<file path="config.mk">
export PLATFORM = sky130hd
export DESIGN_NAME = priority_encoder_3_bit_seq
export DESIGN_NICKNAME = d
export VERILOG_FILES = /design/src/rtl/priority_encoder_3_bit_seq_pkg.sv /design/src/rtl/priority_encoder_3_bit_seq_prio_sel_comb.sv /design/src/rtl/priority_encoder_3_bit_seq.sv
export SDC_FILE = /design/constraint.sdc
export NUM_CORES = 1
export LEC_CHECK = 0
export BUFFER_PORTS_ARGS = -buffer_cell sky130_fd_sc_hd__buf_4
export CORE_MARGIN = 2
export CORE_UTILIZATION = 44
export DETAILED_ROUTE_END_ITERATION = 8
export PLACE_DENSITY = 0.77
export SLEW_MARGIN = 20
export SYNTH_ARGS = -nofsm -noshare
export SYNTH_HDL_FRONTEND = slang
export SYNTH_SLANG_ARGS = --single-unit
</file>
<file path="constraint.sdc">
create_clock -name clk -period 1.36 [get_ports clk]
set_input_delay 0.272 -clock clk [delete_from_list [all_inputs] [get_ports clk]]
set_output_delay 0.272 -clock clk [all_outputs]
set_load 0.1 [all_outputs]
</file>
<file path="src/rtl/priority_encoder_3_bit_seq_pkg.sv">
// priority_encoder_3_bit_seq_pkg
// Shared constants and selection helpers for the registered 8-to-3 request
// encoder.
//   N        : number of request lines (always 2**W)
//   W        : code width in bits
//   onehot   : expands a W-bit code to an N-bit one-hot mask
//   prio_sel : fixed priority; the highest set index wins; returns 0 for an empty vector
//   rr_sel   : round-robin; searches upward from ptr+1 with wrap-around and
//              returns 0 for an empty vector
package priority_encoder_3_bit_seq_pkg;

  localparam int unsigned N = 8;
  localparam int unsigned W = 3;

  function automatic logic [N-1:0] onehot(input logic [W-1:0] code);
    logic [N-1:0] m;
    m = '0;
    m[code] = 1'b1;
    return m;
  endfunction

  function automatic logic [W-1:0] prio_sel(input logic [N-1:0] vec);
    logic [W-1:0] s;
    s = '0;
    // Ascending scan, so the last hit is the highest set index.
    for (int unsigned i = 0; i < N; i++) begin
      if (vec[i]) s = W'(i);
    end
    return s;
  endfunction

  function automatic logic [W-1:0] rr_sel(input logic [N-1:0] vec,
                                          input logic [W-1:0] ptr);
    logic [W-1:0] s;
    logic [W-1:0] idx;
    logic         found;
    s     = '0;
    found = 1'b0;
    // N == 2**W, so a W-bit add wraps from index N-1 to index 0.
    // The scan visits ptr itself last.
    for (int unsigned i = 1; i <= N; i++) begin
      idx = ptr + W'(i);
      if (!found && vec[idx]) begin
        s     = idx;
        found = 1'b1;
      end
    end
    return s;
  endfunction

endpackage

</file>
<file path="src/rtl/priority_encoder_3_bit_seq_prio_sel_comb.sv">
// prio_sel_comb
// A purely combinational N-to-W winner selector.
// The build macro PRIORITY_ENCODER_ROUND_ROBIN_EN chooses the mode:
//   undefined : fixed priority; the highest set index wins
//   defined   : round-robin; the search starts at ptr+1
// Ports:
//   vec : input  N  candidate request vector
//   ptr : input  W  last served index (present only in round-robin builds)
//   sel : output W  index of the winning line; 0 when vec is empty
module prio_sel_comb
  import priority_encoder_3_bit_seq_pkg::*;
(
  input  logic [N-1:0] vec,
`ifdef PRIORITY_ENCODER_ROUND_ROBIN_EN
  input  logic [W-1:0] ptr,
`endif
  output logic [W-1:0] sel
);

  always_comb begin
`ifdef PRIORITY_ENCODER_ROUND_ROBIN_EN
    sel = rr_sel(vec, ptr);
`else
    sel = prio_sel(vec);
`endif
  end

endmodule

</file>
<file path="src/rtl/priority_encoder_3_bit_seq.sv">
// priority_encoder_3_bit_seq
// A registered 8-to-3 request encoder with a valid/ack handshake.
// The design latches request lines into a pending register. It presents the
// winning index on A and holds it until the consumer acks it. The ack then
// clears the served request.
// The build macro PRIORITY_ENCODER_ROUND_ROBIN_EN selects round-robin
// arbitration. When the macro is undefined, fixed priority applies and the
// highest index wins.
// Ports:
//   clk : input  1  rising-edge clock
//   rst : input  1  synchronous active-high reset
//   R   : input  N  request lines, sampled while E=1
//   E   : input  1  request enable; pending requests and acks still proceed when E=0
//   ack : input  1  consumer accepts A; takes effect only when V=1
//   A   : output W  registered index of the selected pending request
//   V   : output 1  registered flag; at least one request is pending
//   ovf : output 1  registered one-cycle pulse; a request hit a line that was
//                   already pending and is not being cleared
module priority_encoder_3_bit_seq
  import priority_encoder_3_bit_seq_pkg::*;
(
  input  logic         clk,
  input  logic         rst,
  input  logic [N-1:0] R,
  input  logic         E,
  input  logic         ack,
  output logic [W-1:0] A,
  output logic         V,
  output logic         ovf
);

  logic [N-1:0] pend;
  logic [N-1:0] pend_n;
  logic [N-1:0] clr;
  logic [N-1:0] set;
  logic [W-1:0] sel_n;
  logic         ovf_n;
  logic         ack_eff;

`ifdef PRIORITY_ENCODER_ROUND_ROBIN_EN
  logic [W-1:0] ptr;
`endif

  always_comb begin
    ack_eff = ack && V;
    clr     = ack_eff ? onehot(A) : '0;
    set     = E ? R : '0;
    // A set applied after the clear keeps a bit that is cleared and
    // re-requested in the same cycle pending.
    pend_n  = (pend & ~clr) | set;
    ovf_n   = |(set & pend & ~clr);
  end

  prio_sel_comb u_sel (
    .vec (pend_n),
`ifdef PRIORITY_ENCODER_ROUND_ROBIN_EN
    .ptr (ptr),
`endif
    .sel (sel_n)
  );

  always_ff @(posedge clk) begin
    if (rst) begin
      pend <= '0;
      A    <= '0;
      V    <= 1'b0;
      ovf  <= 1'b0;
`ifdef PRIORITY_ENCODER_ROUND_ROBIN_EN
      ptr  <= W'(N - 1);
`endif
    end else begin
      pend <= pend_n;
      A    <= sel_n;
      V    <= |pend_n;
      ovf  <= ovf_n;
`ifdef PRIORITY_ENCODER_ROUND_ROBIN_EN
      if (ack_eff) ptr <= A;
`endif
    end
  end

endmodule

</file>
# [After elaboration in Yosys (flattened, before gate mapping)]
# Index checks and enable logic that the tools add are counted.
[classes] shift=0 reduce_logical=4 n_lt_le_gt_ge=2 addsub=0 mux=11 n_div=0 mul=0 bitwise=5 n_eq_ne=0
[op_table] operator="$and 8x8->8" n=3
[op_table] operator="$mux 8" n=2
[op_table] operator="$reduce_or 8->1" n=2
[op_table] operator="$mux 3" n=4
[op_table] operator="$not 8->8" n=1
[op_table] operator="$or 8x8->8" n=1
[op_table] operator="$lt 3x4->1 const B" n=1
[op_table] operator="$mux 2" n=2
[op_table] operator="$demux 1 s3" n=1
[op_table] operator="$ge 3x1->1 const B" n=1
[op_table] operator="$logic_and 1x1->1" n=2
[op_table] operator="$mux 1" n=2
[totals] output_inout_bits=5 in_bits=12 latch_bits=0 mem_bits_rw=0 register_bits=13 n_memories=0 word_cells=26 romBits=0

# [Depth between registers and ports, before layout]
[depth] depth_word=15 ltp_mapped=5 depth_no_buf=5

# [By module]
# A second synthesis with hierarchy kept.
[hier_totals] hier_cells=76 area_unflattened_um2=620.6
[by_module_without_submodules] mod="priority_encoder_3_bit_seq" area_per_inst_um2=575.6 cells_each=66 n_inst=1 seq_area_each_um2=260.2
[by_module_without_submodules] mod="prio_sel_comb" area_per_inst_um2=45.0 cells_each=10 n_inst=1 seq_area_each_um2=0.0

# [Least setup slack after synthesis]
# OpenSTA, ideal clock, no wires.
[synth_timing] path_type="flip-flop to flip-flop" start="register V" end="register A[0]" path_slack_ns=-0.810 stages_incl_launch_ff=5 arrival_time_ns=2.048 required_time_ns=1.238 setup_ns=0.122 path_buffers=0 synth_period_minus_slack_ns=2.170 path_cell_list="dfxtp_1 -> nand3_1 -> o21ai_0 -> a21oi_1 -> a221o_1"
[synth_between] elab_chain_cells=12
[synth_rtl] element="from (decl)" line="priority_encoder_3_bit_seq.sv:28" text="output logic V,"
[synth_rtl] element="from (signal assigned)" line="priority_encoder_3_bit_seq.sv:74" text="V <= |pend_n;"
[synth_rtl] element="$logic_and 1x1->1 (*)" line="priority_encoder_3_bit_seq.sv:45" text="ack_eff = ack && V;"
[synth_rtl] element="$mux 8 (*)" line="priority_encoder_3_bit_seq.sv:46" text="clr = ack_eff ? onehot(A) : '0;"
[synth_rtl] element="$not 8->8 (*)" line="priority_encoder_3_bit_seq.sv:50" text="pend_n = (pend & ~clr) | set;"
[synth_rtl] element="$and 8x8->8 (*)" line="priority_encoder_3_bit_seq.sv:50"
[synth_rtl] element="$or 8x8->8 (*)" line="priority_encoder_3_bit_seq.sv:50"
[synth_rtl] element="$mux 1" line="priority_encoder_3_bit_seq_pkg.sv:27" text="if (vec[i]) s = W'(i);"
[synth_rtl] element="$mux 2 (2 in a row)" line="priority_encoder_3_bit_seq_pkg.sv:27"
[synth_rtl] element="$mux 3 (3 in a row)" line="priority_encoder_3_bit_seq_pkg.sv:27"
[synth_rtl] element="$mux 3 (*)" line="priority_encoder_3_bit_seq_pkg.sv:27"
[synth_rtl] element="to (signal assigned)" line="priority_encoder_3_bit_seq.sv:73" text="A <= sel_n;"
[synth_rtl] element="to (decl)" line="priority_encoder_3_bit_seq.sv:27" text="output logic [W-1:0] A,"
# Every way passes the cells marked *; elsewhere a longest branch is shown, timed or not.
# A chain may end at the register's enable or synchronous reset.

# [Worst setup path after layout]
[layout_timing] start="register A[2]" end="register ovf"
[layout_between] elab_chain_cells=8 word_cells_on_any_way=9 cone_classes="order compare (2); mux (3); bitwise (2); reduce/logical (2)"
[layout_rtl] element="$lt 3x4->1 (not written as such) or $ge 3x1->1 (tied branches)" line="priority_encoder_3_bit_seq_pkg.sv:18" text="m[code] = 1'b1;"
[layout_rtl] element="$logic_and 1x1->1 (not written as such)" line="priority_encoder_3_bit_seq_pkg.sv:18"
[layout_rtl] element="$mux 1 (not written as such)" line="priority_encoder_3_bit_seq_pkg.sv:18"
[layout_rtl] element="$demux 1 s3 (*)" line="priority_encoder_3_bit_seq_pkg.sv:18"
[layout_rtl] element="$mux 8 (*)" line="priority_encoder_3_bit_seq.sv:46"
[layout_rtl] element="$not 8->8 (*)" line="priority_encoder_3_bit_seq.sv:51" text="ovf_n = |(set & pend & ~clr);"
[layout_rtl] element="$and 8x8->8 (*)" line="priority_encoder_3_bit_seq.sv:51"
[layout_rtl] element="$reduce_or 8->1 (*)" line="priority_encoder_3_bit_seq.sv:51"
[layout_rtl] element="to (signal assigned)" line="priority_encoder_3_bit_seq.sv:75" text="ovf <= ovf_n;"
[layout_rtl] element="to (decl)" line="priority_encoder_3_bit_seq.sv:29" text="output logic ovf"
# Marks and branches as above.

==> results.toml <==
[status]
status = "complete, but fails checks"
violations = "negative setup slack"

[synth]
netlist_area_um2 = 630.6
synth_edf_count = 0
syn-num-nets = 89
seq_area_frac_synth_pct = 41.27
syn-instance-count = 77
synth-main-ff-cell = "dfxtp_1"
avgSynthCellArea_um2 = 8.190
ys_ff_latch = 13
yosysUniqueCellTypes = 28
synthArstFlopShare_pct = 0
yosysWarnings = 0

[clock_tree]
cts_sinks = 13
numCtsBuffers = 3
cts_max_path_buffers = 2
cts_hold_buf = 0
cts-root-buf = "clkbuf_4"
cts_tree = "built"
path_clk_slew_ns = 0.09
clk_latency_ns = 0.29
cts_max_level = 1

[floorplan]
placementRows = 13
ios = 17
die_h_um = 41.86
die_w_um = 41.86
core_mm2 = 0.001318
initial_core_util_pct = 47.86
dieArea_mm2 = 0.001752

[timing]
slew_violations = 0
skew_ns = 0.007209
fmax_mhz = 638.1
setup_slack_ns = -0.2072
setup_viol = 4
grt_setup_unrepaired = "yes"
layout_min_cycle_time_ns = 1.567
finalHoldViolCount = 0
fin_setup_tns_ns = -0.5263
hold_slack_ns = 0.2449
finalCritPeriodShare_pct = 115.2
worst_pin_slew_ns = 0.3903
slew_headroom_pct = 73.65

[layout]
multi_input_area_um2 = 441.7
antenna_cells = 0
fill_cells = 82
syn_to_final_growth_pct = 64.29
postLayoutCoreUtil_pct = 78.63
nets = 125
final_layout_size_suffix_gt1_share_pct = 50.00
register_area_um2 = 275.3

[critical_path]
cp-end-kind = "flip-flop"
reg2regPathDepth = 5
r2r-end = "ovf$_SDFF_PP0_"
crit_fanout = 5
critPathKind = "flip-flop to flip-flop"
required_ns = 1.54
critPathLaunchType = "flip-flop"
worstPathArrival_ns = 1.75
r2r_start = "A[2]$_SDFF_PP0_"
rrSetupSlack_ns = -0.21

[place]
dp_hpwl_um = 1292
preCtsSetupSlack_ns = -0.1572
gp_congestion = 0.8557
port-buffer-count = 16

[detailed_routing]
dr.pass1.iters = 5
wl_um = 2093
ant_nets = 0
vias = 782
wire_per_inst_um = 16.48
routed_via_density = 6.157
drcViolationCount = 0
drtIter0Drc = 31

[global_route]
gr-usage-all-layers_pct = 25.18
grt_overflow = 0
grt_first_pass_wirelength_um = 3394
grt_max_degree = 14
grt_pass1_vias = 743
antenna_found_initial = 0

[power]
powerDensity_mw_per_mm2 = 1079
ir_worst_vdd_v = 0.0007278
leakage_nw = 0.4586

[min_path]
min_from = "rst"
hold_path_depth = 2
min_path_type = "input port to flip-flop"
min_to = "A[1]$_SDFF_PP0_"

[run]
max-cap-violations = 0
[layer usage]
layer | part of all wire, % | global-route usage [%]
met1 | 39 | 32.10
met2 | 50 | 44.38
met3 | 7.9 | 2.609
met4 | 2.7 | 7.097
met5 | 0 | 0
[cell families after synthesis]
family | share of synthesized area (%)
compound gates | 35.12
buf+inv | 4.167
flops | 41.27
simple gates | 19.44
[power breakdown]
part | switching (mW) | internal (mW)
sequential | 0.0342 | 0.413
combinational | 0.249 | 0.167
clock | 0.139 | 0.114
total | 0.423 | 0.695
[what timing repair did]
item | 4_1_cts | 5_1_grt
gates resized for setup | 16 | 4
pin swaps | 15 | 0
setup buffers | 8 | 1
cloned | 0 | 0
endpoints found under the setup margin | 6 | 8
[critical path: stages (launching register included)]
cell and delay, ns:
dfxtp_4 0.34, nand3b_4 0.16, buf_4 0.15, o31ai_1 0.36, o221ai_1 0.19, o211a_1 0.25
[sequential cells by signal, summed over array words and instances, names as in the netlist]
register,count
pend,8
A,3
V,1
ovf,1
[cell usage in the layout (no fill, tap or decap), drive strengths merged, types with 2 or more instances in the layout]
master | Yosys | final
clkbuf | 2 | 4
a21oi | 8 | 8
o21a | 2 | 2
o21ai | 7 | 7
o221ai | 2 | 2
buf | 0 | 33
o31ai | 2 | 2
nand2b | 2 | 2
a41oi | 2 | 2
dfxtp | 13 | 13
inv | 5 | 5
nand2 | 12 | 12
nor2 | 6 | 6
[synth_stat cells, types with 2 or more instances]
cell type	n	area [µm²]
o21a_1	2	15.01
inv_1	5	18.77
clkbuf_1	2	7.510
o21ai_1	2	10.01
nor2_1	6	22.52
o21ai_0	5	25.02
a21oi_1	8	40.04
nand2b_1	2	12.51
a41oi_1	2	17.52
dfxtp_1	13	260.3
nand2_1	12	45.04
o221ai_1	2	17.52
[area by class of cell]
| type | instances | share of cell area (%) |
|---|---|---|
| clock buffers | 4 | 2.536 |
| inverters | 5 | 1.812 |
| flip-flops and latches | 13 | 26.57 |
| well taps | 15 | 1.812 |
| multi-input cells | 57 | 42.63 |
| repair buffers | 33 | 24.64 |
[stage by stage]
stage                     instances  power, mW  cell area, µm²
after floorplan                  77     0.6518           645.6
after global placement          114     0.7644           837.1
after detailed placement        114     0.7697           837.1
after CTS                       126      1.084            1006
after global routing            127      1.155            1036
final                           127      1.117            1036
[how the worst max path moves through the flow]
stage	to	start	slack (ns)
finish	ovf$_SDFF_PP0_	A[2]$_SDFF_PP0_	-0.21
global route	A[1]$_SDFF_PP0_	A[0]$_SDFF_PP0_	-0.24
CTS	ovf$_SDFF_PP0_	A[2]$_SDFF_PP0_	-0.16
detailed placement	ovf$_SDFF_PP0_	A[2]$_SDFF_PP0_	-0.16
global placement	ovf$_SDFF_PP0_	A[2]$_SDFF_PP0_	-0.12
floorplan	ovf$_SDFF_PP0_	V$_SDFF_PP0_	-0.26
Power figures use the tool's default switching activity.
